$ cat src/rtl/alu_181_pkg.sv
// Shared constants for the serial 74181 ALU: state encoding, common {s, m}
// function codes and the chunk-count helper.
package alu_181_pkg;

    typedef logic [0:0] state_t;
    localparam state_t IDLE = 1'b0;
    localparam state_t RUN  = 1'b1;

    // Function codes packed as {s[3:0], m}; F_ADD/F_DEC/F_A expect cn_b=1, F_SUB expects cn_b=0
    localparam logic [4:0] F_A     = {4'b0000, 1'b0};
    localparam logic [4:0] F_ADD   = {4'b1001, 1'b0};
    localparam logic [4:0] F_SUB   = {4'b0110, 1'b0};
    localparam logic [4:0] F_XOR   = {4'b0110, 1'b1};
    localparam logic [4:0] F_AND   = {4'b1011, 1'b1};
    localparam logic [4:0] F_OR    = {4'b1110, 1'b1};
    localparam logic [4:0] F_NOT_A = {4'b0000, 1'b1};
    localparam logic [4:0] F_DEC   = {4'b1111, 1'b0};

    function automatic int chunk_count(input int width, input int slices);
        return width / (4 * slices);
    endfunction

endpackage

$ cat src/rtl/alu_181_slice.sv
// Combinational 4-bit 74181 slice, active-high data. c3 is the active-high
// carry into bit 3, used for signed-overflow detection by the parent.
module alu_181_slice (
    input  logic [3:0] s,
    input  logic       m,
    input  logic       cn_b,
    input  logic [3:0] a,
    input  logic [3:0] b,
    output logic [3:0] f,
    output logic       x,
    output logic       y,
    output logic       cn4_b,
    output logic       aeb,
    output logic       c3
);

    logic [3:0] p;
    logic [3:0] g;
    logic [3:0] half;
    logic [4:0] c;

    // Per-bit propagate/generate and ripple carry; logic mode forces the carry term high
    always_comb begin
        p    = 4'b0000;
        g    = 4'b0000;
        half = 4'b0000;
        f    = 4'b0000;
        c    = 5'b00000;
        c[0] = ~cn_b;
        for (int i = 0; i < 4; i++) begin
            p[i]     = a[i] | (b[i] & s[0]) | (~b[i] & s[1]);
            g[i]     = (a[i] & ~b[i] & s[2]) | (a[i] & b[i] & s[3]);
            half[i]  = p[i] & ~g[i];
            c[i + 1] = g[i] | (p[i] & c[i]);
            f[i]     = half[i] ^ (m | c[i]);
        end
    end

    assign x     = ~(&p);
    assign y     = ~(g[3] | (p[3] & g[2]) | (p[3] & p[2] & g[1]) | (p[3] & p[2] & p[1] & g[0]));
    assign cn4_b = ~c[4];
    assign aeb   = &f;
    assign c3    = c[3];

endmodule

$ cat src/rtl/alu_181_serial.sv
// Multi-cycle WIDTH-bit 74181 ALU processing SLICES slices per clock, LSB chunk
// first. Define ALU_181_SERIAL_OVF_EN to add the signed-overflow output ovf.
module alu_181_serial #(
    parameter int WIDTH  = 16,
    parameter int SLICES = 1
) (
    input  logic             clk,
    input  logic             reset,
    input  logic             start,
    output logic             ready,
    input  logic [WIDTH-1:0] a,
    input  logic [WIDTH-1:0] b,
    input  logic [3:0]       s,
    input  logic             m,
    input  logic             cn_b,
    output logic [WIDTH-1:0] f,
    output logic             cn4_b,
    output logic             aeb,
    output logic             zero,
    output logic             done
`ifdef ALU_181_SERIAL_OVF_EN
    ,
    output logic             ovf
`endif
);
    import alu_181_pkg::*;

    localparam int CH = 4 * SLICES;
    localparam int N  = chunk_count(WIDTH, SLICES);
    localparam int CW = (N > 1) ? $clog2(N) : 1;
    localparam logic [CW-1:0] LAST = CW'(N - 1);

    state_t         state_r;
    logic [CW-1:0]  cnt_r;
    logic [WIDTH-1:0] a_sh;
    logic [WIDTH-1:0] b_sh;
    logic [WIDTH-1:0] f_sh;
    logic [3:0]     s_r;
    logic           m_r;
    logic           carry_r;
    logic           aeb_acc_r;

    logic [CH-1:0]      chunk_f;
    logic [SLICES-1:0]  sl_aeb;
    logic [SLICES-1:0]  sl_x;
    logic [SLICES-1:0]  sl_y;
    logic [SLICES-1:0]  sl_c3;
    logic               chunk_co_b;
    logic [WIDTH+CH-1:0] f_cat;
    logic [WIDTH-1:0]   f_next;
    logic               unused_group;

    // Slices chained through per-block carries so the chain is not one flat vector
    for (genvar i = 0; i < SLICES; i++) begin : g_slice
        logic ci;
        logic co;
        if (i == 0) begin : g_first
            assign ci = carry_r;
        end else begin : g_next
            assign ci = g_slice[i-1].co;
        end
        alu_181_slice u_slice (
            .s     (s_r),
            .m     (m_r),
            .cn_b  (ci),
            .a     (a_sh[4*i +: 4]),
            .b     (b_sh[4*i +: 4]),
            .f     (chunk_f[4*i +: 4]),
            .x     (sl_x[i]),
            .y     (sl_y[i]),
            .cn4_b (co),
            .aeb   (sl_aeb[i]),
            .c3    (sl_c3[i])
        );
    end

    assign chunk_co_b   = g_slice[SLICES-1].co;
    assign f_cat        = {chunk_f, f_sh};
    assign f_next       = f_cat[WIDTH+CH-1:CH];
    assign unused_group = ^{sl_x, sl_y, sl_c3};

    // Handshake FSM, operand shifting, and result/flag registers updated at the last chunk
    always_ff @(posedge clk) begin
        if (reset) begin
            state_r   <= IDLE;
            cnt_r     <= '0;
            a_sh      <= '0;
            b_sh      <= '0;
            f_sh      <= '0;
            s_r       <= 4'b0000;
            m_r       <= 1'b0;
            carry_r   <= 1'b1;
            aeb_acc_r <= 1'b1;
            ready     <= 1'b1;
            done      <= 1'b0;
            f         <= '0;
            cn4_b     <= 1'b1;
            aeb       <= 1'b0;
            zero      <= 1'b1;
`ifdef ALU_181_SERIAL_OVF_EN
            ovf       <= 1'b0;
`endif
        end else begin
            done <= 1'b0;
            case (state_r)
                IDLE: begin
                    if (start) begin
                        a_sh      <= a;
                        b_sh      <= b;
                        s_r       <= s;
                        m_r       <= m;
                        carry_r   <= cn_b;
                        aeb_acc_r <= 1'b1;
                        cnt_r     <= '0;
                        ready     <= 1'b0;
                        state_r   <= RUN;
                    end
                end
                RUN: begin
                    a_sh      <= a_sh >> CH;
                    b_sh      <= b_sh >> CH;
                    f_sh      <= f_next;
                    carry_r   <= chunk_co_b;
                    aeb_acc_r <= aeb_acc_r & (&sl_aeb);
                    if (cnt_r == LAST) begin
                        f       <= f_next;
                        cn4_b   <= m_r | chunk_co_b;
                        aeb     <= aeb_acc_r & (&sl_aeb);
                        zero    <= (f_next == '0);
`ifdef ALU_181_SERIAL_OVF_EN
                        ovf     <= ~m_r & (sl_c3[SLICES-1] ^ ~chunk_co_b);
`endif
                        done    <= 1'b1;
                        ready   <= 1'b1;
                        state_r <= IDLE;
                    end else begin
                        cnt_r <= cnt_r + CW'(1);
                    end
                end
                default: begin
                    state_r <= IDLE;
                    ready   <= 1'b1;
                end
            endcase
        end
    end

endmodule
$ cat config.mk
export PLATFORM = sky130hd
export DESIGN_NAME = alu_181_serial
export DESIGN_NICKNAME = d
export VERILOG_FILES = /design/src/rtl/alu_181_pkg.sv /design/src/rtl/alu_181_slice.sv /design/src/rtl/alu_181_serial.sv
export SDC_FILE = /design/constraint.sdc
export NUM_CORES = 1
export LEC_CHECK = 0
export ABC_AREA = 1
export CAP_MARGIN = 20
export CORE_ASPECT_RATIO = 1.25
export CORE_MARGIN = 2
export CORE_UTILIZATION = 51
export CTS_CLUSTER_DIAMETER = 30
export DETAILED_ROUTE_END_ITERATION = 12
export HOLD_SLACK_MARGIN = 0.05
export PLACE_DENSITY = 0.88
export SLEW_MARGIN = 15
export SYNTH_ARGS = -nofsm -noshare
export SYNTH_HDL_FRONTEND = slang
export SYNTH_SLANG_ARGS = --single-unit
$ cat constraint.sdc
create_clock -name clk -period 1.7 [get_ports clk]
set_input_delay 0.34 -clock clk [delete_from_list [all_inputs] [get_ports clk]]
set_output_delay 0.34 -clock clk [all_outputs]
set_load 0.01 [all_outputs]
==> results.txt <==
The critical path launch point type is a flip-flop. The first global-routing pass estimated 12,460 um of wire. Clock tree synthesis selected as its root buffer the cell sky130_fd_sc_hd__clkbuf_8. The post-route minimum period is between 1.5 and 2 ns. Synthesis produced a netlist whose cell count is ~430. The highest attainable clock frequency came out at 639.8 MHz. The global route total overflow is 0. The slowest stage of the critical path belongs to the cell sky130_fd_sc_hd__clkdlybuf4s50_1. The switching power of the nets is slightly below 1000 uW.

The total number of yosys warnings came out at 0. The number of antenna repair diodes is 0. The die footprint is 6823 sq um. The area overhead of the layout relative to synthesis is 31.47%.

Along the worst path, the maximum fanout reaches 2. The half-perimeter wire length after detailed placement came out at roughly 5300 um. Walking the worst path, the cells encountered are clkdlybuf4s50_1.

The max-capacitance violation count came out at 0. The proportion of power drawn by the clock network is 36.1%. The most instantiated flip-flop cell in the synthesis netlist is sky130_fd_sc_hd__dfxtp_1.

The initial core utilization came out at slightly above 50%. The post-synthesis instance area is 3149 sq um. The total power is 3837 uW. Counting the buffers created by CTS gives 9. The horizontal die dimension came out at 74.29 um. The final weighted congestion in routability-driven placement is 0.8129. The count of different cell masters after synthesis came out at 29. The count of pins on the block boundary is 62. The length of the first detailed-routing pass in iterations came out at 4.

The library cells used most frequently in the layout, excluding fill and tap cells, are 143 x sky130_fd_sc_hd__nand2_1, 75 x sky130_fd_sc_hd__dfxtp_1, 61 x sky130_fd_sc_hd__clkdlybuf4s50_1. The number of design-rule violations left by the first detailed-router iteration came out at roughly 200. For this design the ratio of total power to cell area is 926.7 nW/um^2.

Setup repair after global routing left no endpoint under its margin. The arrival time of data at the critical path endpoint is between 1 and 1.5 ns. The vias after detailed routing is 2,984. The worst-skew pair later-pin latency came out at 0.34 ns. After detailed routing, the average wire length per cell comes to between 10 and 15 um. The post-route netlist has 10.60% of its cells at a drive strength greater than 1. The post-detailed-route via-to-cell ratio is 5.101. In this run, flip-flops and latches consume 49.7% of the power. The type of destination of the critical path is a primary output. The post-layout worst setup margin is 0.1371 ns. In the synthesized netlist the async set-or-reset flop fraction comes to 0%. The number of levels in the clock H-tree is 3. The number of buffers added for setup after CTS is 0. The most common cell after layout, fill and taps aside is sky130_fd_sc_hd__nand2_1. The worst-case clock skew is 0.008315 ns. The post-synthesis area per instance is 7.375 sq um. In this run the static leakage power is 0.001912 uW. VDD sags by at most 0.0005744 V. The count of filler cells inserted in the layout is 522.

The start point of the critical path is f[11]$_SDFFE_PP0P_. The final number of setup-violating endpoints came out at 0. The TritonCTS clock tree is done. The total of hold buffers inserted after clock tree synthesis is 0. Counting both buffers and inverters, the worst setup path holds a total of 1.

For this run, design rule violations remaining after detail routing come to 0. The pin count of the biggest net entering global routing came out at 41. For the pin with the worst max-slew slack, the measured transition is 0.4759 ns.

The post-synthesis net count came out at 469. The type of the tightest min-delay check is reg -> reg. The initial antenna violation count is 0. The final-stage net count is 537. The floorplan has 32 rows.

The count of flip-flops with a built-in enable after synthesis is 0. Of the total power, the share spent switching nets is between 20 and 30%. The worst pin sits at a relative slew slack of between 60% and 70%. The startpoint of the worst register-to-register path is cnt_r[0]$_SDFFE_PP0P_.

The routed wire length came out at 7222 um. The count of buffers from port buffering came out at 61. The minimum setup slack after placement is -0.004205 ns. The share of total power dissipated in combinational logic is roughly 14%. The final-report max-slew violation count is 0. The kind of cell with the highest combined delay along the critical path is buffers and inverters. The final cycle utilization of the critical path came out at 91.94%.

For this run, the total global-route usage over all layers was measured as 23.19%. No sink is reached through more buffers than the 2 on the longest clock path. The number of antenna-violating nets in the routed design came out at 0. The worst hold path begins at f[15]$_SDFFE_PP0P_. The final-report hold violation count came out at 0. Summing the sequential cell areas from Yosys gives 47.68% of the chip area. The run finished with clean final reports.

The data required time of the critical path is 1.36 ns. The via count of the first global-routing pass came out at 2,894. The critical path in this run is classified as reg -> out.

The clock transition at the registers of the reported paths came out at 0.08 ns. The core box area came out at 6086 sq um. The number of clock sinks came out at 75. The largest stage delay on the critical path came out at 0.54 ns. The die height is 91.86 um. The cell internal power dissipation is between 2000 and 3000 uW. The count of cells resized by post-cts repair came out at 0. The total of flip-flops plus latches after synthesis is 75.
## cell type report
type                       count  area (sq um)  area share [%]
sequential                    75          1501           36.26
multi-input combinational    280          1368           33.03
tap                           85         106.4           2.569
clock inverter                 3         46.29           1.118
timing repair buffer          76         760.7           18.37
clock buffer                  13         158.9           3.838
inverter                      53         198.9           4.805
## flip-flops by register name, summed over array words and instances (netlist names)
register	count
state_r	1
cnt_r	2
aeb_acc_r	1
a_sh	16
ready	1
cn4_b	1
b_sh	16
aeb	1
carry_r	1
f	16
m_r	1
f_sh	12
zero	1
s_r	4
done	1
## Yosys cell counts, types with 2 or more instances
cell                       count  area share [%]
sky130_fd_sc_hd__nor2_1       12             1.4
sky130_fd_sc_hd__o21ai_1       5            0.79
sky130_fd_sc_hd__nor3_1        3            0.48
sky130_fd_sc_hd__buf_1         3            0.36
sky130_fd_sc_hd__a31oi_1       2            0.40
sky130_fd_sc_hd__inv_2         4            0.48
sky130_fd_sc_hd__nand2_2       6             1.2
sky130_fd_sc_hd__dfxtp_1      75              48
sky130_fd_sc_hd__inv_1        49             5.8
sky130_fd_sc_hd__o21ai_2       2            0.56
sky130_fd_sc_hd__nor2_2        4            0.79
sky130_fd_sc_hd__nand3_2       5             1.6
sky130_fd_sc_hd__a32o_1        4             1.3
sky130_fd_sc_hd__o21ai_0      22             3.5
sky130_fd_sc_hd__nand4_1       4            0.79
sky130_fd_sc_hd__nand2_1     143              17
sky130_fd_sc_hd__clkbuf_1      8            0.95
sky130_fd_sc_hd__nor4_1        2            0.40
sky130_fd_sc_hd__a22oi_1      13             3.1
sky130_fd_sc_hd__nand3_1      17             2.7
sky130_fd_sc_hd__o211ai_1      6             1.4
sky130_fd_sc_hd__buf_2         8             1.3
sky130_fd_sc_hd__a21oi_1      24             3.8
## power by group through the flow
stage / Combinational [uW] / Clock [uW] / Sequential, uW
2_1_floorplan: 330 / 0 / 1930
3_3_place_gp: 518 / 0 / 1940
3_5_place_dp: 538 / 0 / 1950
4_1_cts: 543 / 1400 / 1910
5_1_grt: 608 / 1480 / 1920
6_report: 545 / 1390 / 1910
## per-layer routing
metal  GRT usage [%]  share of wire (%)  vias up
li1                -                  -     1510
met1           27.20                 40     1354
met2           39.29                 51      101
met3           3.626                4.8       19
met4           12.95                3.3        0
met5               0                  0        -
## stage by stage
step	instance area, sq um	instances	setup TNS [ns]	utilization [%]	hold WS (ns)
after detailed placement	3935	569	-0.004205	64.66	0.4407
after global placement	3935	569	0	64.66	0.4390
after global routing	4140	585	0	68.03	0.4797
after CTS	4140	585	0	68.03	0.4548
after floorplan	3149	427	0	-	0.4374
final	4140	585	0	68.03	0.4496
## kinds of logic (layout without fill, tap and decap cells)
kind of cell	count (synthesis)	count (layout)	synth area share, %
AND/OR/NAND/NOR	196	196	26.42
AO/OA/AOI/OAI	82	82	16.09
adder cells (fa/ha/maj)	1	1	0.3972
XOR/XNOR	1	1	0.5166
flip-flops	75	75	47.68
buffers and inverters	72	145	8.900
## path summary, 6_finish.rpt
check | endpoint | slack [ns] | depth (start not counted)
max reg2reg | f[12]$_SDFFE_PP0P_ | 0.17 | 6
min | f[15]$_SDFFE_PP0P_ | 0.45 | 2
min reg2reg | f[15]$_SDFFE_PP0P_ | 0.45 | 2
max | f[11] | 0.14 | 1
No activity file was read; power rests on OpenSTA's default activity.
